**src/rtl/rgb_seq_monitor.sv**
```systemverilog
// rgb_seq_monitor: checks the RGB blinker state/count stream and drives dimmed one-hot LEDs.
// Latency: error/locked/err_count/LEDs are registered, one cycle after the sample.
// Backpressure: none, every cycle's sample is consumed. Optional macro RGB_SEQ_STICKY_ERR_EN holds error until reset.
module rgb_seq_monitor #(
  parameter int LOCK_LEN = 4,
  parameter int PWM_BITS = 4,
  parameter int DUTY     = 8
) (
  input  logic       clock,
  input  logic       reset,
  input  logic [1:0] state_in,
  input  logic [3:0] count_in,
  output logic       led_r,
  output logic       led_g,
  output logic       led_b,
  output logic       locked,
  output logic       error,
  output logic [7:0] err_count
);

  localparam logic [1:0] RED   = 2'b00;
  localparam logic [1:0] GREEN = 2'b01;
  localparam logic [1:0] BLUE  = 2'b10;

  // Clamp DUTY so any value at or above a full period compares as always-on.
  localparam int PWM_PERIOD = 2 ** PWM_BITS;
  localparam int DUTY_CLAMP = (DUTY > PWM_PERIOD) ? PWM_PERIOD : ((DUTY < 0) ? 0 : DUTY);
  localparam logic [PWM_BITS:0] DUTY_CMP   = (PWM_BITS + 1)'(DUTY_CLAMP);
  localparam logic [3:0]        LOCK_LEN_C = 4'(LOCK_LEN);

  logic                have_prev_q, have_prev_d;
  logic [1:0]          prev_state_q, prev_state_d;
  logic [3:0]          prev_count_q, prev_count_d;
  logic [3:0]          match_run_q, match_run_d;
  logic                locked_q, locked_d;
  logic                error_q, error_d;
  logic [7:0]          err_count_q, err_count_d;
  logic [PWM_BITS-1:0] pwm_cnt_q, pwm_cnt_d;
  logic                led_r_q, led_r_d;
  logic                led_g_q, led_g_d;
  logic                led_b_q, led_b_d;

  logic       legal;
  logic [1:0] exp_state;
  logic [3:0] exp_count;
  logic       match;
  logic [3:0] run_inc;
  logic       violation;
  logic       pwm_on;

  // Classify the incoming pair and predict the successor of the stored previous pair.
  always_comb begin
    legal = 1'b0;
    case (state_in)
      RED:     legal = (count_in <= 4'd5);
      GREEN:   legal = (count_in >= 4'd6) && (count_in <= 4'd10);
      BLUE:    legal = (count_in >= 4'd11);
      default: legal = 1'b0;
    endcase

    exp_count = prev_count_q + 4'd1;
    case (prev_count_q)
      4'd5:    exp_state = GREEN;
      4'd10:   exp_state = BLUE;
      4'd15:   exp_state = RED;
      default: exp_state = prev_state_q;
    endcase

    match   = (state_in == exp_state) && (count_in == exp_count);
    run_inc = (match_run_q == 4'd15) ? 4'd15 : (match_run_q + 4'd1);
  end

  // Tracking next state: capture, match/mismatch bookkeeping, error and counters.
  always_comb begin
    have_prev_d  = have_prev_q;
    prev_state_d = prev_state_q;
    prev_count_d = prev_count_q;
    match_run_d  = match_run_q;
    locked_d     = locked_q;
    violation    = 1'b0;

    if (!legal) begin
      violation   = 1'b1;
      have_prev_d = 1'b0;
      match_run_d = 4'd0;
      locked_d    = 1'b0;
    end else begin
      // Every legal pair becomes the new reference, so a mismatch resyncs at once.
      prev_state_d = state_in;
      prev_count_d = count_in;
      have_prev_d  = 1'b1;
      if (have_prev_q) begin
        if (match) begin
          match_run_d = run_inc;
          if (run_inc >= LOCK_LEN_C) begin
            locked_d = 1'b1;
          end
        end else begin
          violation   = 1'b1;
          match_run_d = 4'd0;
          locked_d    = 1'b0;
        end
      end
    end

    err_count_d = (violation && (err_count_q != 8'hFF)) ? (err_count_q + 8'd1) : err_count_q;

`ifdef RGB_SEQ_STICKY_ERR_EN
    error_d = error_q | violation;
`else
    error_d = violation;
`endif
  end

  // PWM gate and LED drive; built from the next lock/prev values so LEDs are dark in any cycle locked is low.
  always_comb begin
    pwm_cnt_d = pwm_cnt_q + PWM_BITS'(1);
    pwm_on    = ({1'b0, pwm_cnt_q} < DUTY_CMP);
    led_r_d   = locked_d && (prev_state_d == RED)   && pwm_on;
    led_g_d   = locked_d && (prev_state_d == GREEN) && pwm_on;
    led_b_d   = locked_d && (prev_state_d == BLUE)  && pwm_on;
  end

  // State registers with synchronous reset; reset overrides any violation in the same cycle.
  always_ff @(posedge clock) begin
    if (reset) begin
      have_prev_q  <= 1'b0;
      prev_state_q <= RED;
      prev_count_q <= 4'd0;
      match_run_q  <= 4'd0;
      locked_q     <= 1'b0;
      error_q      <= 1'b0;
      err_count_q  <= 8'd0;
      pwm_cnt_q    <= '0;
      led_r_q      <= 1'b0;
      led_g_q      <= 1'b0;
      led_b_q      <= 1'b0;
    end else begin
      have_prev_q  <= have_prev_d;
      prev_state_q <= prev_state_d;
      prev_count_q <= prev_count_d;
      match_run_q  <= match_run_d;
      locked_q     <= locked_d;
      error_q      <= error_d;
      err_count_q  <= err_count_d;
      pwm_cnt_q    <= pwm_cnt_d;
      led_r_q      <= led_r_d;
      led_g_q      <= led_g_d;
      led_b_q      <= led_b_d;
    end
  end

  assign led_r     = led_r_q;
  assign led_g     = led_g_q;
  assign led_b     = led_b_q;
  assign locked    = locked_q;
  assign error     = error_q;
  assign err_count = err_count_q;

endmodule
```
**config.mk**
```make
export PLATFORM = sky130hd
export DESIGN_NAME = rgb_seq_monitor
export DESIGN_NICKNAME = d
export VERILOG_FILES = /design/src/rtl/rgb_seq_monitor.sv
export SDC_FILE = /design/constraint.sdc
export NUM_CORES = 1
export LEC_CHECK = 0
export ABC_AREA = 1
export CAP_MARGIN = 20
export CORE_MARGIN = 1.5
export CORE_UTILIZATION = 44
export CTS_CLUSTER_SIZE = 16
export DETAILED_ROUTE_END_ITERATION = 12
export GPL_TIMING_DRIVEN = 0
export HOLD_SLACK_MARGIN = 0.1
export PLACE_DENSITY = 0.67
export SLEW_MARGIN = 5
export SYNTH_ARGS = -nofsm -noshare
export SYNTH_HDL_FRONTEND = slang
export SYNTH_SLANG_ARGS = --single-unit
```
**constraint.sdc**
```tcl
create_clock -name clock -period 3.5 [get_ports clock]
set_input_delay 0.7 -clock clock [delete_from_list [all_inputs] [get_ports clock]]
set_output_delay 0.7 -clock clock [all_outputs]
set_load 0.01 [all_outputs]
```
======== After elaboration in Yosys (flattened, before gate mapping) ========
Cells that the tools add are included.
word-level totals
  output and inout bits ................... 13
  logic and storage cells ................. 58
  input bits .............................. 8
  flip-flop bits (word level) ............. 28
cells by class
  add/sub/neg operators ................... 4
  eq/ne operators ......................... 11
  order comparisons ....................... 6
  bitwise operators ....................... 1
  muxes and demuxes ....................... 13
  reduce and logical (&&, ||, !) cells .... 12
operators by type and width
  operator               count
  $add A4 B1 Y4 const B  3
  $eq A4 B4 Y1 const B   3
  $logic_and A1 B1 Y1    9
  $add A8 B1 Y8 const B  1
  $ge A4 B3 Y1 const B   2
  $mux W1                8
  $mux W4                2
  $ne A8 B8 Y1 const B   1
  $pmux W2 S3            1
  $eq A2 B1 Y1 const B   2
  $eq A2 B2 Y1 const B   2
  $eq A4 B3 Y1 const B   1
  $eq A4 B4 Y1           1
  $ge A4 B4 Y1 const B   1
  $le A4 B3 Y1 const B   1
  $le A4 B4 Y1 const B   1
  $logic_not A2 Y1       2
  $lt A4 B4 Y1 const B   1
  $pmux W1 S3            1
  $eq A2 B2 Y1           1
  $mux W2                1
  $reduce_or A2 Y1       1
  $not A1 Y1             1

======== Depth between registers and ports, before layout ========
  depth in word-level cells ............... 9
  gate-level depth with buffers ........... 15

======== Worst setup path before layout ========
OpenSTA, ideal clock, no wires.
  path type ............................... input to register
  start ................................... in count_in[3]
  end ..................................... reg err_count_q[0], in the netlist err_count[0]
  setup time .............................. 0.115 ns
  data arrival time ....................... 1.620 ns
  path buffers ............................ 1
  slack ................................... 1.765 ns
  cell stages on the path ................. 11
  cell sequence ........................... inv_1 -> nand2_1 -> nand3_1 -> nand3_1 -> nor2_2 -> nand3_2 -> nand2_2 -> nand2_2 -> buf_6 -> a21oi_1 -> nor2_1
between the ends
  word-level cells in the longest chain between the ends .. 6
  elaborated cells between the ends (all ways) .. 12
RTL lines
  item                                                                  line  text
  start, declared                                                       12    input logic [3:0] count_in,
  parallel branches: the longest is 4 deep, another holds $ge A4 B3 Y1  -
  $mux W1 (*)                                                           82    if (!legal) begin
  $logic_and A1 B1 Y1 (*)                                               106   err_count_d = (violation && (err_count_q != 8'hFF)) ? (err_count_q + 8'd1) : err_count_q;
  end signal, assigned                                                  145   err_count_q <= err_count_d;
  end, declared                                                         37    logic [7:0] err_count_q, err_count_d;
Every way passes the cells marked *.
A chain may end at the register's enable or synchronous reset.

======== Worst setup path in the final report ========
  start ................................... in count_in[1]
  end ..................................... reg led_b_q, in the netlist led_b
between the ends
  word-level cells in the longest chain between the ends .. 7
  elaborated cells between the ends (all ways) .. 15
RTL lines
  item                                        line     text
  $ge A4 B3 Y1, or another cell as far along  56       GREEN: legal = (count_in >= 4'd6) && (count_in <= 4'd10);
  $logic_and A1 B1 Y1 (on tied branches)      56, 69
  $pmux W1 S3 or $mux W1 (tied branches)      54, 93
  $mux W2 or $mux W1 (tied branches)          82, 92
  $eq A2 B2 Y1 or $mux W1 (tied branches)     121, 82
  $logic_and A1 B1 Y1 (*) (2 in series)       121      led_b_d = locked_d && (prev_state_d == BLUE) && pwm_on;
  end signal, assigned                        149      led_b_q <= led_b_d;
  end, declared                               41       logic led_b_q, led_b_d;
Mark *: on every way between the ends. The rest lies on a longest branch, timed or not.

==> results.py <==
metrics = {
    "outcome": {
        "status": "finished, final reports clean",
    },
    "detailed_routing": {
        "avgViaCountPerCell": 4.97,
        "wl_um": 3030,
        "ant_nets": 0,
        "routedWlPerCell_um": 11.4,
        "drt_first_iter_violations": 45,
        "post-route-drc-count": 0,
        "num_vias": 1318,
        "firstDrtPassIters": 4,
    },
    "global_route": {
        "grt_overflow": 0,
        "grt_pass1_vias": 1271,
        "grt_pass1_wl_um": 5260,
        "grt_util_met3_pct": 4.55,
        "globalRouteTotalUtil_pct": 19.0,
        "grt_use_met1_pct": 22.9,
        "use_met2_pct": 34.8,
        "antenna_found_initial": 0,
        "globalRoute.busiestLayer": "met2",
        "grt_start_max_net_pins": 16,
    },
    "critical_path": {
        "cp-start-kind": "input pin",
        "crit_arrival_ps": 2340,
        "cp_data_required_time_ps": 3780,
        "critPathCaptureType": "register",
        "worstPathMaxFanout": 7,
        "path_class": "in2reg",
    },
    "synthesis": {
        "synth_async_sr_flop_share_pct": 0,
        "synth_ff_type": "dfxtp_1",
        "syn_avg_cell_area_um2": 7.34,
        "yosysTopAreaCellShare_pct": 38.8,
        "syn-num-nets": 211,
        "syn_area_mm2": 0.00145,
        "netlist_top_cells_area": "dfxtp_1 (39%), nand2_1 (10%), nand3_1 (8.3%), a21oi_1 (6.9%), inv_1 (6.5%)",
        "ys_seq_area_share_pct": 38.8,
        "synth_top_cell_by_area": "dfxtp_1",
        "synthCells": 197,
        "ys_ff_latch": 28,
        "synth-edff-count": 0,
        "synthDistinctLibCells": 25,
        "yosysMostFrequentCell": "nand2_1",
        "synth_common_cells": "nand2_1 (40), dfxtp_1 (28), inv_1 (25), nand3_1 (24), a21oi_1 (20)",
        "yosysWarnings": 0,
    },
    "power": {
        "power.total_uw": 622,
        "power.leakage_nw": 0.752,
        "swShare_pct": 28.0,
        "p_clk_share_pct": 24.9,
        "power_switching_uw": 174,
        "ir_drop_uv": 379,
        "power_density_mw_per_mm2": 358,
        "power.internal_uw": 448,
        "combPwrFrac_pct": 18.8,
        "power_frac_seq_pct": 56.3,
    },
    "worst_hold_path": {
        "holdCritPathClass": "reg2reg",
    },
    "cts": {
        "clk_latency_ps": 330,
        "post_cts_buffers": 0,
        "cts_buffer_depth": 2,
        "postCtsHoldBufs": 0,
        "tritoncts": "done",
        "path_clk_slew_ps": 140,
        "cts_max_level": 1,
        "cts_root_buffer": "clkbuf_4",
        "cts.sinks": 28,
        "numCtsBuffers": 3,
        "cts-resized-gates": 0,
    },
    "sta": {
        "setup_tns_ps": 0,
        "slew_headroom_pct": 68.9,
        "setup_viol": 0,
        "rsz0062_at_grt": "no",
        "worst_pin_slew_ps": 466,
        "hold_ws_ps": 459,
        "final.setup.worst_slack_ps": 1440,
        "slew_violations": 0,
        "fmax_mhz": 485,
        "period_minus_slack_ps": 2060,
        "worst_clock_skew_ps": 3.63,
        "hold_violations": 0,
        "period_share_pct": 59.0,
    },
    "placed_design": {
        "gp_congestion": 0.791,
        "post-place-ws_ps": 1080,
        "dpl.hpwl_um": 2440,
        "portBuffers": 20,
    },
    "floorplan": {
        "rows": 20,
        "start_util_pct": 47.0,
        "die_h_um": 60.3,
        "core_region_area_mm2": 0.00308,
        "die_area_mm2": 0.00364,
        "ios": 21,
        "die_w_um": 60.3,
    },
    "cells_and_area": {
        "final_nets": 236,
        "ff_latch_area_um2": 561,
        "syn_to_final_growth_pct": 20.2,
        "fillers": 309,
        "drive_above_1_share_pct": 10.4,
        "multi_input_area_um2": 768,
        "diodes": 0,
    },
    "job": {
        "drv_cap": 0,
    },
}
[stage by stage]
step                cell area, um2  util, %  instances
floorplan                     1450        -        197
global placement              1700     55.2        261
detailed placement            1700     55.2        261
CTS                           1740     56.4        265
global route                  1740     56.4        265
finish                        1740     56.4        265
[cell usage in the layout (no fill, tap or decap)]
cell type / count
buf_6: 1
ha_1: 6
nand2_4: 1
nor2_1: 13
clkbuf_4: 3
o21ai_2: 2
a21oi_1: 20
clkbuf_8: 1
inv_1: 25
nand2_2: 6
nor3_1: 3
nand3_2: 3
dfxtp_1: 28
nand2_1: 40
a21oi_4: 1
a31oi_1: 2
nor2_2: 1
xor2_1: 7
a21oi_2: 1
clkdlybuf4s50_1: 20
o22ai_1: 1
nand3_1: 24
inv_2: 2
o21ai_0: 6
or2_2: 1
nand4_1: 1
clkbuf_1: 1
xnor2_1: 1
[metal layers]
layer	wire length, um	vias to the layer above
met5	0	-
met2	1550	15
met1	1370	612
li1	-	689
met4	17	0
met3	90	2
[power groups by stage]
stage	sequential (mW)	clock, mW	combinational, mW
2_1_floorplan	0.356	0	0.0774
3_3_place_gp	0.356	0	0.113
3_5_place_dp	0.357	0	0.118
4_1_cts	0.350	0.158	0.118
5_1_grt	0.352	0.171	0.133
6_report	0.350	0.155	0.117
[kinds of logic (layout without fill, tap and decap cells)]
family,after synthesis,count (layout),share of synthesized area [%]
AOI/OAI and AO/OA,33,33,13.2
xor gates and xnor gates,8,8,4.85
adders and majority gates,6,6,5.19
buffers and inverters,29,53,8.05
DFF,28,28,38.8
and+or+nand+nor,93,93,29.9
[critical path, stage by stage]
cell	delay (ps)
clkdlybuf4s50_1	540
nand2_1	100
a21oi_2	160
o21ai_2	100
a21oi_4	250
nand2_4	110
nor2_1	110
nand2_1	80
inv_2	60
nand2_2	40
nor2_1	90
[cell type report]
| class | count | share of cell area, % |
|---|---|---|
| Multi-Input combinational cell | 140 | 44.2 |
| Sequential cell | 28 | 32.3 |
| Inverter | 27 | 5.84 |
| Tap cell | 44 | 3.17 |
| Timing Repair Buffer | 20 | 11.5 |
| Clock buffer | 4 | 2.09 |
| Buffer | 2 | 0.865 |
[flip-flops by register name (all words and copies together), names as in the netlist]
name,count
locked,1
error,1
prev_count_q,4
led_b,1
prev_state_q,2
have_prev_q,1
err_count,8
pwm_cnt_q,4
match_run_q,4
led_r,1
led_g,1
[final timing paths]
path	startpoint	to	slack, ps	cells after the start
setup / recovery	count_in[1]	led_b	1440	11
hold reg to reg	pwm_cnt_q[0]	pwm_cnt_q[0]	460	1
hold / removal	pwm_cnt_q[0]	pwm_cnt_q[0]	460	1
setup reg to reg	prev_count_q[0]	err_count[0]	1600	11
(Power assumes the default switching activity.)
